`config.mk`:
```
export PLATFORM = sky130hd
export DESIGN_NAME = spi_stream_bridge_flat
export DESIGN_NICKNAME = d
export VERILOG_FILES = /design/src/rtl/spi_stream_bridge_if.sv /design/src/rtl/spi_stream_bridge.sv /design/src/flat_wrapper.sv
export SDC_FILE = /design/constraint.sdc
export NUM_CORES = 1
export LEC_CHECK = 0
export CAP_MARGIN = 25
export CORE_ASPECT_RATIO = 0.6
export CORE_MARGIN = 1
export CORE_UTILIZATION = 30
export DETAILED_ROUTE_END_ITERATION = 12
export PLACE_DENSITY_LB_ADDON = 0.2
export SLEW_MARGIN = 20
export SYNTH_ARGS = -nofsm -noshare
export SYNTH_HDL_FRONTEND = slang
export SYNTH_SLANG_ARGS = --single-unit
```
`constraint.sdc`:
```
create_clock -name clk -period 2.14 [get_ports clk]
set_clock_uncertainty 0.05 [all_clocks]
set_input_delay 0.428 -clock clk [delete_from_list [all_inputs] [get_ports clk]]
set_output_delay 0.428 -clock clk [all_outputs]
set_load 0.03 [all_outputs]
```
`src/rtl/spi_stream_bridge_if.sv`:
```
// Signal bundle for spi_stream_bridge: producer/consumer byte streams, SPI master
// control port, FIFO levels and the stray-done status flag.
interface spi_stream_bridge_if #(
    parameter int unsigned FIFO_DEPTH = 8
);
    localparam int unsigned LVL_W = $clog2(FIFO_DEPTH) + 1;

    logic             s_valid;
    logic [7:0]       s_data;
    logic             s_ready;
    logic             m_valid;
    logic [7:0]       m_data;
    logic             m_ready;
    logic             spi_start;
    logic [7:0]       spi_tx_data;
    logic [7:0]       spi_rx_data;
    logic             spi_busy;
    logic             spi_done;
    logic [LVL_W-1:0] tx_level;
    logic [LVL_W-1:0] rx_level;
    logic             err_stray_done;
    logic             err_clr;

    // Bridge side
    modport master (
        input  s_valid, s_data, m_ready, spi_rx_data, spi_busy, spi_done, err_clr,
        output s_ready, m_valid, m_data, spi_start, spi_tx_data, tx_level, rx_level,
               err_stray_done
    );

    // Environment side: producer, consumer, SPI master core and status reader
    modport slave (
        output s_valid, s_data, m_ready, spi_rx_data, spi_busy, spi_done, err_clr,
        input  s_ready, m_valid, m_data, spi_start, spi_tx_data, tx_level, rx_level,
               err_stray_done
    );
endinterface

```
`src/rtl/spi_stream_bridge.sv`:
```
// Byte-stream front end for an SPI master: TX FIFO feeds one transfer per byte,
// received bytes land in an RX FIFO whose space is reserved before each start.
module spi_stream_bridge #(
    parameter int unsigned FIFO_DEPTH = 8
) (
    input  logic                clk,
    input  logic                rst_n,
    spi_stream_bridge_if.master bus
);
    localparam int unsigned      LVL_W        = $clog2(FIFO_DEPTH) + 1;
    localparam int unsigned      PTR_W        = $clog2(FIFO_DEPTH);
    localparam logic [LVL_W-1:0] LVL_FULL     = LVL_W'(FIFO_DEPTH);
    localparam logic [0:0]       ST_IDLE      = 1'b0;
    localparam logic [0:0]       ST_WAIT_DONE = 1'b1;

    logic [0:0]       state_q, state_d;
    logic [7:0]       tx_mem_q [FIFO_DEPTH];
    logic [7:0]       tx_mem_d [FIFO_DEPTH];
    logic [7:0]       rx_mem_q [FIFO_DEPTH];
    logic [7:0]       rx_mem_d [FIFO_DEPTH];
    logic [PTR_W-1:0] tx_wr_q, tx_wr_d, tx_rd_q, tx_rd_d;
    logic [PTR_W-1:0] rx_wr_q, rx_wr_d, rx_rd_q, rx_rd_d;
    logic [LVL_W-1:0] tx_level_q, tx_level_d, rx_level_q, rx_level_d;
    logic             s_ready_q, s_ready_d;
    logic             m_valid_q, m_valid_d;
    logic [7:0]       m_data_q, m_data_d;
    logic             spi_start_q, spi_start_d;
    logic [7:0]       spi_tx_data_q, spi_tx_data_d;
    logic             err_q, err_d;

    logic tx_push, tx_pop, rx_push, rx_pop, stray_done;

    // Transfer launch condition: data queued, master idle, RX slot reserved
    always_comb begin
        tx_push    = bus.s_valid && s_ready_q;
        rx_pop     = m_valid_q && bus.m_ready;
        tx_pop     = (state_q == ST_IDLE) && (tx_level_q != '0) && !bus.spi_busy &&
                     (rx_level_q < LVL_FULL);
        rx_push    = (state_q == ST_WAIT_DONE) && bus.spi_done;
        stray_done = (state_q != ST_WAIT_DONE) && bus.spi_done;
    end

    // FSM: one transfer in flight at a time
    always_comb begin
        state_d       = state_q;
        spi_start_d   = 1'b0;
        spi_tx_data_d = spi_tx_data_q;
        case (state_q)
            ST_IDLE: begin
                if (tx_pop) begin
                    spi_tx_data_d = tx_mem_q[tx_rd_q];
                    spi_start_d   = 1'b1;
                    state_d       = ST_WAIT_DONE;
                end
            end
            ST_WAIT_DONE: begin
                if (bus.spi_done) begin
                    state_d = ST_IDLE;
                end
            end
            default: state_d = ST_IDLE;
        endcase
        err_d = err_q;
        if (stray_done) begin
            err_d = 1'b1;
        end else if (bus.err_clr) begin
            err_d = 1'b0;
        end
    end

    // FIFO pointers, storage and levels
    always_comb begin
        tx_mem_d   = tx_mem_q;
        rx_mem_d   = rx_mem_q;
        tx_wr_d    = tx_wr_q;
        tx_rd_d    = tx_rd_q;
        rx_wr_d    = rx_wr_q;
        rx_rd_d    = rx_rd_q;
        tx_level_d = tx_level_q;
        rx_level_d = rx_level_q;
        if (tx_push) begin
            tx_mem_d[tx_wr_q] = bus.s_data;
            tx_wr_d           = tx_wr_q + PTR_W'(1);
        end
        if (tx_pop) begin
            tx_rd_d = tx_rd_q + PTR_W'(1);
        end
        if (tx_push && !tx_pop) begin
            tx_level_d = tx_level_q + LVL_W'(1);
        end else if (!tx_push && tx_pop) begin
            tx_level_d = tx_level_q - LVL_W'(1);
        end
        if (rx_push) begin
            rx_mem_d[rx_wr_q] = bus.spi_rx_data;
            rx_wr_d           = rx_wr_q + PTR_W'(1);
        end
        if (rx_pop) begin
            rx_rd_d = rx_rd_q + PTR_W'(1);
        end
        if (rx_push && !rx_pop) begin
            rx_level_d = rx_level_q + LVL_W'(1);
        end else if (!rx_push && rx_pop) begin
            rx_level_d = rx_level_q - LVL_W'(1);
        end
        // Outputs registered from next-state so they track the levels exactly
        s_ready_d = (tx_level_d != LVL_FULL);
        m_valid_d = (rx_level_d != '0);
        m_data_d  = rx_mem_d[rx_rd_d];
    end

    always_ff @(posedge clk or negedge rst_n) begin
        if (!rst_n) begin
            state_q       <= ST_IDLE;
            for (int unsigned i = 0; i < FIFO_DEPTH; i++) begin
                tx_mem_q[i] <= '0;
                rx_mem_q[i] <= '0;
            end
            tx_wr_q       <= '0;
            tx_rd_q       <= '0;
            rx_wr_q       <= '0;
            rx_rd_q       <= '0;
            tx_level_q    <= '0;
            rx_level_q    <= '0;
            s_ready_q     <= 1'b1;
            m_valid_q     <= 1'b0;
            m_data_q      <= '0;
            spi_start_q   <= 1'b0;
            spi_tx_data_q <= '0;
            err_q         <= 1'b0;
        end else begin
            state_q       <= state_d;
            tx_mem_q      <= tx_mem_d;
            rx_mem_q      <= rx_mem_d;
            tx_wr_q       <= tx_wr_d;
            tx_rd_q       <= tx_rd_d;
            rx_wr_q       <= rx_wr_d;
            rx_rd_q       <= rx_rd_d;
            tx_level_q    <= tx_level_d;
            rx_level_q    <= rx_level_d;
            s_ready_q     <= s_ready_d;
            m_valid_q     <= m_valid_d;
            m_data_q      <= m_data_d;
            spi_start_q   <= spi_start_d;
            spi_tx_data_q <= spi_tx_data_d;
            err_q         <= err_d;
        end
    end

    assign bus.s_ready        = s_ready_q;
    assign bus.m_valid        = m_valid_q;
    assign bus.m_data         = m_data_q;
    assign bus.spi_start      = spi_start_q;
    assign bus.spi_tx_data    = spi_tx_data_q;
    assign bus.tx_level       = tx_level_q;
    assign bus.rx_level       = rx_level_q;
    assign bus.err_stray_done = err_q;
endmodule

```
`src/flat_wrapper.sv`:
```
// flat-port wrapper written by rule: the top's interface ports become plain ports
module spi_stream_bridge_flat 
#(
    parameter int unsigned FIFO_DEPTH = 8
)
  (clk, rst_n, bus_s_valid, bus_s_data, bus_m_ready, bus_spi_rx_data, bus_spi_busy, bus_spi_done, bus_err_clr, bus_s_ready, bus_m_valid, bus_m_data, bus_spi_start, bus_spi_tx_data, bus_tx_level, bus_rx_level, bus_err_stray_done);
  spi_stream_bridge_if #(.FIFO_DEPTH(FIFO_DEPTH)) bus_i ();
  input  logic clk;
  input  logic rst_n;
  input wire logic [$bits(bus_i.s_valid)-1:0] bus_s_valid;
  input wire logic [$bits(bus_i.s_data)-1:0] bus_s_data;
  input wire logic [$bits(bus_i.m_ready)-1:0] bus_m_ready;
  input wire logic [$bits(bus_i.spi_rx_data)-1:0] bus_spi_rx_data;
  input wire logic [$bits(bus_i.spi_busy)-1:0] bus_spi_busy;
  input wire logic [$bits(bus_i.spi_done)-1:0] bus_spi_done;
  input wire logic [$bits(bus_i.err_clr)-1:0] bus_err_clr;
  output wire logic [$bits(bus_i.s_ready)-1:0] bus_s_ready;
  output wire logic [$bits(bus_i.m_valid)-1:0] bus_m_valid;
  output wire logic [$bits(bus_i.m_data)-1:0] bus_m_data;
  output wire logic [$bits(bus_i.spi_start)-1:0] bus_spi_start;
  output wire logic [$bits(bus_i.spi_tx_data)-1:0] bus_spi_tx_data;
  output wire logic [$bits(bus_i.tx_level)-1:0] bus_tx_level;
  output wire logic [$bits(bus_i.rx_level)-1:0] bus_rx_level;
  output wire logic [$bits(bus_i.err_stray_done)-1:0] bus_err_stray_done;
  assign bus_i.s_valid = bus_s_valid;
  assign bus_i.s_data = bus_s_data;
  assign bus_i.m_ready = bus_m_ready;
  assign bus_i.spi_rx_data = bus_spi_rx_data;
  assign bus_i.spi_busy = bus_spi_busy;
  assign bus_i.spi_done = bus_spi_done;
  assign bus_i.err_clr = bus_err_clr;
  assign bus_s_ready = bus_i.s_ready;
  assign bus_m_valid = bus_i.m_valid;
  assign bus_m_data = bus_i.m_data;
  assign bus_spi_start = bus_i.spi_start;
  assign bus_spi_tx_data = bus_i.spi_tx_data;
  assign bus_tx_level = bus_i.tx_level;
  assign bus_rx_level = bus_i.rx_level;
  assign bus_err_stray_done = bus_i.err_stray_done;
  spi_stream_bridge #(.FIFO_DEPTH(FIFO_DEPTH)) u_core (.clk(clk), .rst_n(rst_n), .bus(bus_i));
endmodule
```
# After elaboration in Yosys (flattened, before gate mapping)
# Index checks and enable logic that the tools add are counted.
# W data, S select, Z words.
totals:
  regBits: 169
  latch_bits: 0
  ramBits: 0
  romBits: 0
  in_bits: 23
  out_inout_bits: 28
  wordCells: 96
  mem_count: 0
op_classes:
  n_addsub: 8
  mul: 0
  div_mod_pow: 0
  n_lt_le_gt_ge: 7
  eq_ne: 1
  shift: 0
  muxes: 24
  n_bitwise: 5
  n_reduce_logical: 22
ops:
  columns: ["op", "n"]
  rows:
  - ["$bwmux W64", 2]
  - ["$mux W64", 1]
  - ["$bmux W8 S3", 2]
  - ["$demux W8 S3", 2]
  - ["$mux W8", 6]
  - ["$ge A4 B4 Y1 const B", 4]
  - ["$mux W4", 4]
  - ["$not A3 Y4", 4]
  - ["$logic_and A1 B1 Y1", 13]
  - ["$add A3 B1 Y3 const B", 4]
  - ["$add A4 B1 Y4 const B", 2]
  - ["$lt A4 B1 Y1 const B", 2]
  - ["$reduce_bool A4 Y1", 2]
  - ["$sub A4 B1 Y4 const B", 2]
  - ["$logic_not A1 Y1", 5]
  - ["$mux W1", 5]
  - ["$lt A4 B4 Y1 const B", 1]
  - ["$ne A4 B4 Y1 const B", 1]
  - ["$mux W3", 1]
  - ["$pmux W1 S2", 1]
  - ["$reduce_and A2 Y1", 1]
  - ["$reduce_bool A2 Y1", 1]
  - ["$not A1 Y1", 1]

# Longest topological paths before layout
logic_depth:
  word_depth: 10
  mapped_depth: 8
  ltp_nobuf: 8

# Worst setup path after synthesis
# Ideal clock, no wire load.
synth_timing:
  path_kind: "reg-to-reg"
  start: "register u_core.tx_level_q[1] (netlist: u_core.bus.tx_level[1])"
  end: "register u_core.s_ready_q (netlist: u_core.bus.s_ready)"
  setup_time_ns: 0.094
  arrival_time_ns: 2.073
  required_ns: 1.996
  slack_ns: -0.077
  path_stages_with_launch: 9
  n_path_buf: 0
  synth_period_minus_slack_ns: 2.217
  cell_sequence: "dfrtp_1 -> inv_1 -> ha_1 -> or3b_4 -> nand2_2 -> inv_2 -> a31oi_1 -> xnor2_1 -> or4b_1"
synth_via:
  elab_chain_len: 8
  elab_cells_between_ends: 12
  cone_classes: "add/sub (2); eq/ne (1); mux (2); reduce/logical (7)"
synth_lines:
  columns: ["item", "line_no", "rtl"]
  rows:
  - ["from (decl)", "spi_stream_bridge.sv:23", "logic [LVL_W-1:0] tx_level_q, tx_level_d, rx_level_q, rx_level_d;"]
  - ["from (signal assigned)", "spi_stream_bridge.sv:138", "tx_level_q <= tx_level_d;"]
  - ["branches (longest 6 deep; another with $sub A4 B1 Y4)", null, null]
  - ["$mux W4 (*)", "spi_stream_bridge.sv:88", "if (tx_push && !tx_pop) begin"]
  - ["named net u_core.tx_level_d[3]", "spi_stream_bridge.sv:23", null]
  - ["$ne A4 B4 Y1 (*)", "spi_stream_bridge.sv:106", "s_ready_d = (tx_level_d != LVL_FULL);"]
  - ["named net u_core.s_ready_d", "spi_stream_bridge.sv:24", "logic s_ready_q, s_ready_d;"]
  - ["to (signal assigned)", "spi_stream_bridge.sv:140", "s_ready_q <= s_ready_d;"]
  - ["to (decl)", "spi_stream_bridge.sv:24", null]
# Mark *: on every way through the listed nets, which the timed path passes.
# A chain may end at the register's enable or synchronous reset.

# Worst setup path after layout
layout_timing:
  start: "register u_core.tx_level_q[0] (netlist: u_core.bus.tx_level[0])"
  end: "register u_core.s_ready_q (netlist: u_core.bus.s_ready)"
# Same word-level chain as after synthesis.

==> results.sh <==
export IMPL_fmax_mhz=468
export IMPL_dp_cells=1037
export IMPL_grt_first_pass_wirelength_um=31700
export IMPL_critPathMaxFanout=4
export IMPL_finalHoldViolCount=0
export IMPL_place_congestion=0.807
export IMPL_drive_above_1_share=0.354
export IMPL_ios=51
export IMPL_synth_area_mux_share=0.237
export IMPL_p_clk_frac=0.183
export IMPL_first_pass_iters=4
export IMPL_antenna_found_initial=0
export IMPL_p_leak_nw=4.23
export IMPL_antenna_left=0
export IMPL_peakVddDrop_uv=558
export IMPL_synth_seq_cells=169
export IMPL_die_x_um=212
export IMPL_synth_xor_area_share=0.0196
export IMPL_synth_top_area_share=0.531
export IMPL_ys_types=53
export IMPL_fin_ws_ps=1.94
export IMPL_antennaDiodeCount=0
export IMPL_yosysTopAreaCell="dfrtp_1"
export IMPL_maxCapViolCount=0
export IMPL_port_buffers=50
export IMPL_final_common_cell="dfrtp_1"
export IMPL_hpwlAfterDp_um=14100
export IMPL_required_ps=2430
export IMPL_die_y_um=128
export IMPL_synth_top_family_by_area="multiplexers"
export IMPL_status="complete, no violations"
export IMPL_design_area_um2=9980
export IMPL_min_period_ps=2140
export IMPL_first_global_vias=5612
export IMPL_clock_sinks=169
export IMPL_dieArea_um2=27100
export IMPL_drt_iter0_drc=325
export IMPL_synth_simple_area_share=0.0677
export IMPL_async_flop_share=1.00
export IMPL_worst_path_max_delay_cell="or4b_4"
export IMPL_row_count=45
export IMPL_track_usage=0.155
export IMPL_worstSetupStartpointType="register"
export IMPL_root_buffer="clkbuf_16"
export IMPL_rsz0062_at_grt="true"
export IMPL_wl_per_cell_um=18.5
export IMPL_synthCells=607
export IMPL_synth_ff_type="dfrtp_1"
export IMPL_path_class="register to register"
export IMPL_cts_htree_levels=4
export IMPL_synth_avg_cell_area_um2=13.0
export IMPL_fin_cells=1072
export IMPL_seq_power_share=0.358
export IMPL_critical_path_arrival_ps=2430
export IMPL_clockBufferDepth=2
export IMPL_start_util=0.309
export IMPL_end_kind="register"
export IMPL_yosys_warnings=0
export IMPL_slew_headroom=0.594
export IMPL_setup_violations=0
export IMPL_syn2layout_area_growth_pct=26.1
export IMPL_clkTransAtPathRegs_ps=70
export IMPL_synth_edff_count=0
export IMPL_yosysSeqAreaShare=0.535
export IMPL_numCtsBuffers=17
export IMPL_core_um2=25600
export IMPL_slew_violations=0
export IMPL_swShare=0.365
export IMPL_syn_area_um2=7910
export IMPL_placed_area_um2=9310
export IMPL_nFillCells=2371
export IMPL_clk_latency_ps=430
export IMPL_rr_startpoint="u_core.bus.tx_level[0]$_DFF_PN0_"
export IMPL_fin_nets=738
export IMPL_worst_slew_pin_slew_ps=609
export IMPL_hold_class="input pin to async pin"
export IMPL_preCtsSetupSlack_ps=-278
export IMPL_vias_per_cell=5.04
export IMPL_power_frac_comb=0.460
export IMPL_tritoncts="yes"
export IMPL_p_int_mw=10.4
export IMPL_grt_max_degree=50
export IMPL_synth_area_leaders="dfrtp_1 53%, mux2_2 15%, mux4_2 4.6%, a21oi_1 2.7%, mux2_1 2.1%"
export IMPL_synth_compound_area_frac=0.0975
export IMPL_crit_path_start="u_core.bus.tx_level[0]$_DFF_PN0_"
export IMPL_synth_fp_nets=638
export IMPL_final_cell_mix="166 x dfrtp_1, 107 x mux2_2, 58 x buf_4"
export IMPL_worst_path_largest_cell_delay_ps=530
export IMPL_cp_cell_sequence="inv_2 > ha_4 > or3b_4 > nand2_4 > buf_4 > maj3_1 > mux2i_1 > or4b_4"
export IMPL_crit_buf_inv=2
export IMPL_p_per_area_nw_per_um2=1640
export IMPL_timing_final_crit_share=0.999
export IMPL_switching_power_mw=5.96
export IMPL_vias=5406
export IMPL_drc=0
export IMPL_yosys_area_share_adder=0.0152
export IMPL_grt_overflow_total=0
export IMPL_wl_um=19800
export IMPL_critPathTopFamily="simple AND/OR/NAND/NOR gates"
-- cells by family (layout without fill, tap and decap cells) --
| group | Yosys count | in the layout |
|---|---|---|
| compound gates | 116 | 116 |
| xor+xnor | 16 | 16 |
| fa+ha+maj | 10 | 10 |
| buf+inv | 48 | 161 |
| flops | 169 | 169 |
| mux | 152 | 152 |
| simple gates | 96 | 96 |
-- layer usage --
layer  vias up  part of all wire  track usage
li1       2458                 -            -
met2       113              0.43        0.224
met4         0            0.0059       0.0362
met3         9             0.044       0.0390
met5         -                 0            0
met1      2826              0.52        0.230
-- per-stage QoR --
stage / total power [mW] / setup TNS (ps) / utilization / hold WS (ps)
2_1_floorplan: 10.5 / 0 / - / 82.4
3_3_place_gp: 13.0 / -10230 / 0.363 / 308
3_5_place_dp: 13.2 / -10580 / 0.363 / 314
4_1_cts: 16.3 / 0 / 0.388 / 421
5_1_grt: 17.4 / -89.6 / 0.390 / 425
6_report: 16.3 / 0 / 0.390 / 420
-- power groups by stage --
| stage | sequential (mW) | clock, mW | combinational (mW) |
|---|---|---|---|
| after detailed placement | 5.89 | 0 | 7.35 |
| final | 5.84 | 2.99 | 7.51 |
| after global placement | 5.80 | 0 | 7.17 |
| after floorplan | 5.97 | 0 | 4.53 |
| after global routing | 6.05 | 3.21 | 8.12 |
| after CTS | 5.84 | 3.06 | 7.44 |
-- area by class of cell --
| type | instances | area, um^2 | area share |
|---|---|---|---|
| Sequential cell | 169 | 4230 | 0.424 |
| Multi-Input combinational cell | 390 | 3530 | 0.353 |
| Timing Repair Buffer | 120 | 1170 | 0.117 |
| Clock buffer | 19 | 453 | 0.0454 |
| Tap cell | 352 | 440 | 0.0441 |
| Clock inverter | 13 | 120 | 0.0120 |
| Inverter | 9 | 36.3 | 0.00363 |
-- path summary, 6_finish.rpt --
check	endpoint	slack, ps	depth (start not counted)
min in group clk	u_core.rx_mem_q[16]$_DFF_PN0_	430	2
worst min register to register	u_core.rx_mem_q[16]$_DFF_PN0_	430	2
max in group asynchronous	u_core.bus.spi_tx_data[4]$_DFFE_PN0P_	980	3
worst max register to register	u_core.bus.s_ready$_DFF_PN1_	2	8
worst min-delay path	u_core.rx_mem_q[22]$_DFF_PN0_	420	2
worst max-delay path	u_core.bus.s_ready$_DFF_PN1_	2	8
-- Yosys cell counts, types with 3 or more instances --
cell and instances:
mux4_2 16, buf_2 16, xnor2_1 12, nor3_2 4, o22ai_1 18, a21oi_1 43, mux2_1 15, nand3_1 7
ha_1 8, xor2_1 3, buf_6 3, or3_1 9, nand2_2 4, a22oi_1 9, nand2_1 40, inv_1 7
nor2_1 10, mux2i_1 14, dfrtp_1 168, clkbuf_1 8, o221ai_1 16, buf_1 11, mux2_2 107, o211ai_1 19
-- sequential cells by signal, indices dropped and copies added, names as in the netlist, 3 cells and up --
register,cells
u_core.tx_mem_q,64
u_core.rx_wr_q,3
u_core.rx_rd_q,3
u_core.tx_rd_q,3
u_core.rx_mem_q,64
u_core.bus.spi_tx_data,8
u_core.bus.tx_level,4
u_core.tx_wr_q,3
u_core.bus.rx_level,4
u_core.bus.m_data,8
-- repair_timing --
item	CTS	global route
hold buffers	1	0
gates resized for setup	7	10
buffers inserted	2	0
endpoints found under the hold margin	34	0
pin swaps	3	5
endpoints found under the setup margin	2	11
No activity file was read; power rests on OpenSTA's default activity.
==> RTL change 1, RTL diff (config.mk and constraints unchanged) <==
`FIFO_DEPTH` is set to 8 in 3 places; all go to 16.
--- a/src/rtl/spi_stream_bridge_if.sv
+++ b/src/rtl/spi_stream_bridge_if.sv
@@ -1,7 +1,7 @@
 // Signal bundle for spi_stream_bridge: producer/consumer byte streams, SPI master
 // control port, FIFO levels and the stray-done status flag.
 interface spi_stream_bridge_if #(
-    parameter int unsigned FIFO_DEPTH = 8
+    parameter int unsigned FIFO_DEPTH = 16
 );
     localparam int unsigned LVL_W = $clog2(FIFO_DEPTH) + 1;
 
--- a/src/rtl/spi_stream_bridge.sv
+++ b/src/rtl/spi_stream_bridge.sv
@@ -1,7 +1,7 @@
 // Byte-stream front end for an SPI master: TX FIFO feeds one transfer per byte,
 // received bytes land in an RX FIFO whose space is reserved before each start.
 module spi_stream_bridge #(
-    parameter int unsigned FIFO_DEPTH = 8
+    parameter int unsigned FIFO_DEPTH = 16
 ) (
     input  logic                clk,
     input  logic                rst_n,
--- a/src/flat_wrapper.sv
+++ b/src/flat_wrapper.sv
@@ -1,7 +1,7 @@
 // flat-port wrapper written by rule: the top's interface ports become plain ports
 module spi_stream_bridge_flat 
 #(
-    parameter int unsigned FIFO_DEPTH = 8
+    parameter int unsigned FIFO_DEPTH = 16
 )
   (clk, rst_n, bus_s_valid, bus_s_data, bus_m_ready, bus_spi_rx_data, bus_spi_busy, bus_spi_done, bus_err_clr, bus_s_ready, bus_m_valid, bus_m_data, bus_spi_start, bus_spi_tx_data, bus_tx_level, bus_rx_level, bus_err_stray_done);
   spi_stream_bridge_if #(.FIFO_DEPTH(FIFO_DEPTH)) bus_i ();
Ports: changed (resized bus_rx_level and bus_tx_level); port bits go from 51 to 53. No check against the original RTL was run, so the function may have changed too.
==> RTL change 1 against the unedited design <==
The run now ends with negative setup slack left. Area after synthesis grew 84%. Synthesized cell count grew 87%. Count of clock-buffer cells in the layout grew 22. Highest routed layer unchanged. Worst setup slack lost 0.18 ns. Critical endpoint is now u_core.bus.m_data[2]. Design area grew 96%. Sequential cell count grew 134. Via count grew 97%. Power grew 87%. Wire length grew 120%.
==> RTL change 1: results (changes against the unedited design) <==
stage;metric;value;unit;change
critical_path;CP arrival;2.74;ns;+0.31 ns
critical_path;R2R Path End;u_core.bus.m_data[2];;
place;dpl cell area;17700;um^2;+90%
clocking;total CTS buffers;31;;+14
routing;Detailed Routing Iterations Pass 1;5;;+1
layout;FF+latch area;7590;um^2;+79%
synthesis;syn_area_per_cell;12.8;um^2;-1.5%
layout;proportion of layout cells with a drive suffix above 1;48.4;%;+13 points
layout;Non-clock inverters;15;;+6
routing;DR iter-0 viols;808;;+150%
layout;Finished Layout Cells;2065;;+93%
layout;#MultiIn Comb;741;;+90%
grt;first-pass GRT wire length;68800;um;+120%
routing;DR WL met3;2910;um;+230%
power;Peak VDD IR;0.000709;V;+27%
grt;vias in the first global route;10800;;+92%
grt;met3 Use GR;4.47;%;+0.58 points
place;setup slack at placement;-0.817;ns;-0.539 ns
power;combinational power;0.0149;W;+98%
layout;leading registers by flop count;u_core.rx_mem_q: 128 flops, u_core.tx_mem_q: 128 flops;;
clocking;setup bufs post-CTS;21;;+19
timing;PnR worst setup slack;-0.176;ns;-0.178 ns
synthesis;Commonest cells post-synth;dfrtp_1 (302), mux2_2 (238), nand2_1 (104), clkbuf_1 (44), nor2_1 (43);;
critical_path;RR Startpoint;u_core.rx_wr_q[1];;
layout;Final Util;40.9;%;+1.9 points
layout;multi-input logic area;7100;um^2;+100%
critical_path;Max stage delay on crit path;0.44;ns;-0.09 ns
timing;Slew HR;52.6;%;-6.7 points
layout;Layout clock area frac;5.31;%;-0.43 points
critical_path;critical path's slowest cell;dfrtp_2;;
layout;fillers;4506;;+90%
routing;vias per std cell;5.16;;+2.4%
synthesis;Seq/Total Area, Yosys;52.1;%;-1.3 points
power;P_leak;8.60;nW;+100%
clocking;post_cts resized;111;;+104
timing;setup TNS;-1.15;ns;-1.15 ns
clocking;CTS H-tree lvls;1;;-3
layout;Signal buffers;309;;+160%
routing;metal2 WL;16700;um;+94%
power;Sw Share;36.2;%;-0.27 points
outcome;failing checks;negative setup slack;;
outcome;status;finished, violations left;;
place;post-DP HPWL;31800;um;+120%
timing;final setup vio count;11;;+11
routing;final wirelength;44100;um;+120%
grt;met2 global-route usage;22.6;%;+0.20 points
critical_path;Reg2Reg Depth;9;;+1
synthesis;flops & latches, synth;303;;+79%
routing;met1 wire length;24000;um;+130%
grt;largest net degree at the start of global routing;71;;+42%
RTL change 1: worst max path at each step:
stage / from / endpoint / cells after the start
after floorplan: u_core.bus.tx_level[0] / u_core.bus.s_ready / 9
after global placement: bus_m_ready / u_core.bus.m_data[3] / 10
after detailed placement: bus_m_ready / u_core.bus.m_data[3] / 10
after CTS: u_core.rx_rd_q[0] / u_core.bus.m_data[2] / 9
after global routing: u_core.rx_wr_q[0] / u_core.bus.m_data[6] / 10
final: u_core.rx_wr_q[1] / u_core.bus.m_data[2] / 9
RTL change 1: kinds of logic (layout without fill, tap and decap cells):
| group | after synthesis | in the layout | share of synthesized area [%] |
|---|---|---|---|
| AND/OR/NAND/NOR | 235 | 235 | 7.84 |
| buffers and inverters | 89 | 381 | 2.70 |
| XOR/XNOR | 18 | 18 | 1.08 |
| adder cells (fa/ha/maj) | 15 | 15 | 1.29 |
| flip-flops | 303 | 303 | 52.1 |
| multiplexers | 285 | 285 | 25.1 |
| AO/OA/AOI/OAI | 188 | 188 | 9.85 |
==> RTL change 2, RTL diff (same flow settings) <==
Made on the original files. Reset style: synchronous (`rst_n`), changed in one clocked block.
--- a/src/rtl/spi_stream_bridge.sv
+++ b/src/rtl/spi_stream_bridge.sv
@@ -108,7 +108,7 @@
         m_data_d  = rx_mem_d[rx_rd_d];
     end
 
-    always_ff @(posedge clk or negedge rst_n) begin
+    always_ff @(posedge clk) begin
         if (!rst_n) begin
             state_q       <= ST_IDLE;
             for (int unsigned i = 0; i < FIFO_DEPTH; i++) begin
Check against the original RTL: differs if rst_n is asserted again (counterexample within 4 cycles, from zero or initial values and one cycle with rst_n low); with rst_n held inactive, the same outputs for 10 cycles.
==> RTL change 2 against the unedited design <==
Area after synthesis is 0.41% lower. Via count is 27% higher. Wire length grew 27%. Die area decreased by 0.41%. Design area grew 1.1%. Worst setup slack better by 0.057 ns. Sequential cell count stayed put. Critical path type unchanged. Highest routed layer unchanged.
Power is not compared: it rests on default switching activity, and its combinational part moved more than twofold at a synthesized area within 25%.
==> RTL change 2: results (changes against the unedited design) <==
stage;metric;value;unit;change
routing;Detailed Routing Iterations Pass 1;6;;+2
layout;CLK BUF;18;;-1
layout;#MultiIn Comb;628;;+61%
synthesis;post-synthesis mux area share;15.1;%;-8.6 points
outcome;status;finished, final reports clean;;
critical_path;Worst Setup SP;u_core.bus.tx_level[0];;
synthesis;Synth area leaders;dfxtp_1 (43%), mux2i_1 (11%), nand2_1 (6.4%);;
layout;fillers;2619;;+10%
timing;Slew HR;59.2;%;-0.14 points
critical_path;register-to-register setup slack;0.06;ns;+0.06 ns
critical_path;critical path's slowest cell;or4b_1;;
grt;largest net degree at the start of global routing;39;;-22%
place;post-DP HPWL;17900;um;+27%
synthesis;Seq/Total Area, Yosys;42.9;%;-11 points
routing;DR iter-0 viols;630;;+94%
timing;hold_ws;0.408;ns;-0.0128 ns
critical_path;CP max FO;5;;+1
layout;proportion of layout cells with a drive suffix above 1;20.3;%;-15 points
routing;met1 wire length;13900;um;+36%
synthesis;Post-Synth Adder-Cell Area;1.27;%;-0.25 points
synthesis;Synth Area in Compound Gates;18.1;%;+8.4 points
synthesis;XOR/XNOR Fraction of Synth Area;1.56;%;-0.40 points
grt;initial antenna violation count;1;;+1
synthesis;post-synth cell types;61;;+15%
layout;Layout clock area frac;5.68;%;-0.063 points
critical_path;Reg2Reg Depth;7;;-1
critical_path;CP arrival;2.35;ns;-0.08 ns
grt;first-pass GRT wire length;38600;um;+22%
place;gpl congestion;0.853;;+5.7%
layout;FF+latch area;3390;um^2;-20%
routing;DR WL met3;1900;um;+120%
routing;final wirelength;25100;um;+27%
grt;vias in the first global route;6305;;+12%
layout;multi-input logic area;4200;um^2;+19%
synthesis;Mapped Nets;901;;+41%
synthesis;Commonest cells post-synth;dfxtp_1 (169), nand2_1 (134), nor2_1 (97), mux2i_1 (83), a21oi_1 (73);;
routing;metal2 WL;9000;um;+4.7%
layout;Data buffer area share;14.3;%;+2.5 points
critical_path;Max stage delay on crit path;0.50;ns;-0.03 ns
[RTL change 2: cell count changes in the layout (fill, tap and decap cells not counted), sizes merged, moves of 16 or more]
cell	unedited run	this run
nor2	11	103
a21oi	43	73
nand2	44	136
mux2	122	0
mux2i	14	83
dfrtp	168	0
dfxtp	0	169
buf	70	108
o21ai	2	23
o22a	0	16
[RTL change 2: layer usage]
metal | vias to the layer above | GRT usage [%]
met5 | - | 0
met3 | 18 | 5.14
li1 | 3353 | -
met2 | 201 | 22.8
met1 | 3284 | 31.2
met4 | 0 | 5.12
[RTL change 2: how the worst max path moves through the flow]
stage | cells past startpoint | endpoint
after floorplan | 7 | u_core.bus.s_ready
after global placement | 8 | u_core.bus.m_data[0]
after detailed placement | 8 | u_core.bus.m_data[0]
after CTS | 7 | u_core.bus.s_ready
after global routing | 2 | bus_tx_level[2]
final | 7 | u_core.bus.s_ready
[RTL change 2: critical path: cells and delay by family (launching register included)]
family | cells | cell delay [ns]
AND/OR/NAND/NOR | 3 | 1.07
flip-flops | 1 | 0.35
XOR/XNOR | 1 | 0.18
adder cells (fa/ha/maj) | 1 | 0.13
multiplexers | 1 | 0.12
buffers and inverters | 1 | 0.06
[RTL change 2: through the flow]
| step | instance area [um^2] | instances | worst slack [ns] | util [%] |
|---|---|---|---|---|
| 2_1_floorplan | 7890 | 870 | 0.00804 | - |
| 4_1_cts | 10000 | 1348 | 0.0104 | 39.3 |
| 6_report | 10100 | 1350 | 0.0585 | 39.5 |
| 3_3_place_gp | 9450 | 1314 | -0.565 | 37.0 |
| 5_1_grt | 10100 | 1349 | 0.000282 | 39.5 |
| 3_5_place_dp | 9450 | 1314 | -0.577 | 37.0 |
[RTL change 2: timing repair]
action,in CTS,in global routing
endpoints found under the setup margin,10,10
resized for setup,5,11
setup buffers,2,1
pin swaps,3,4
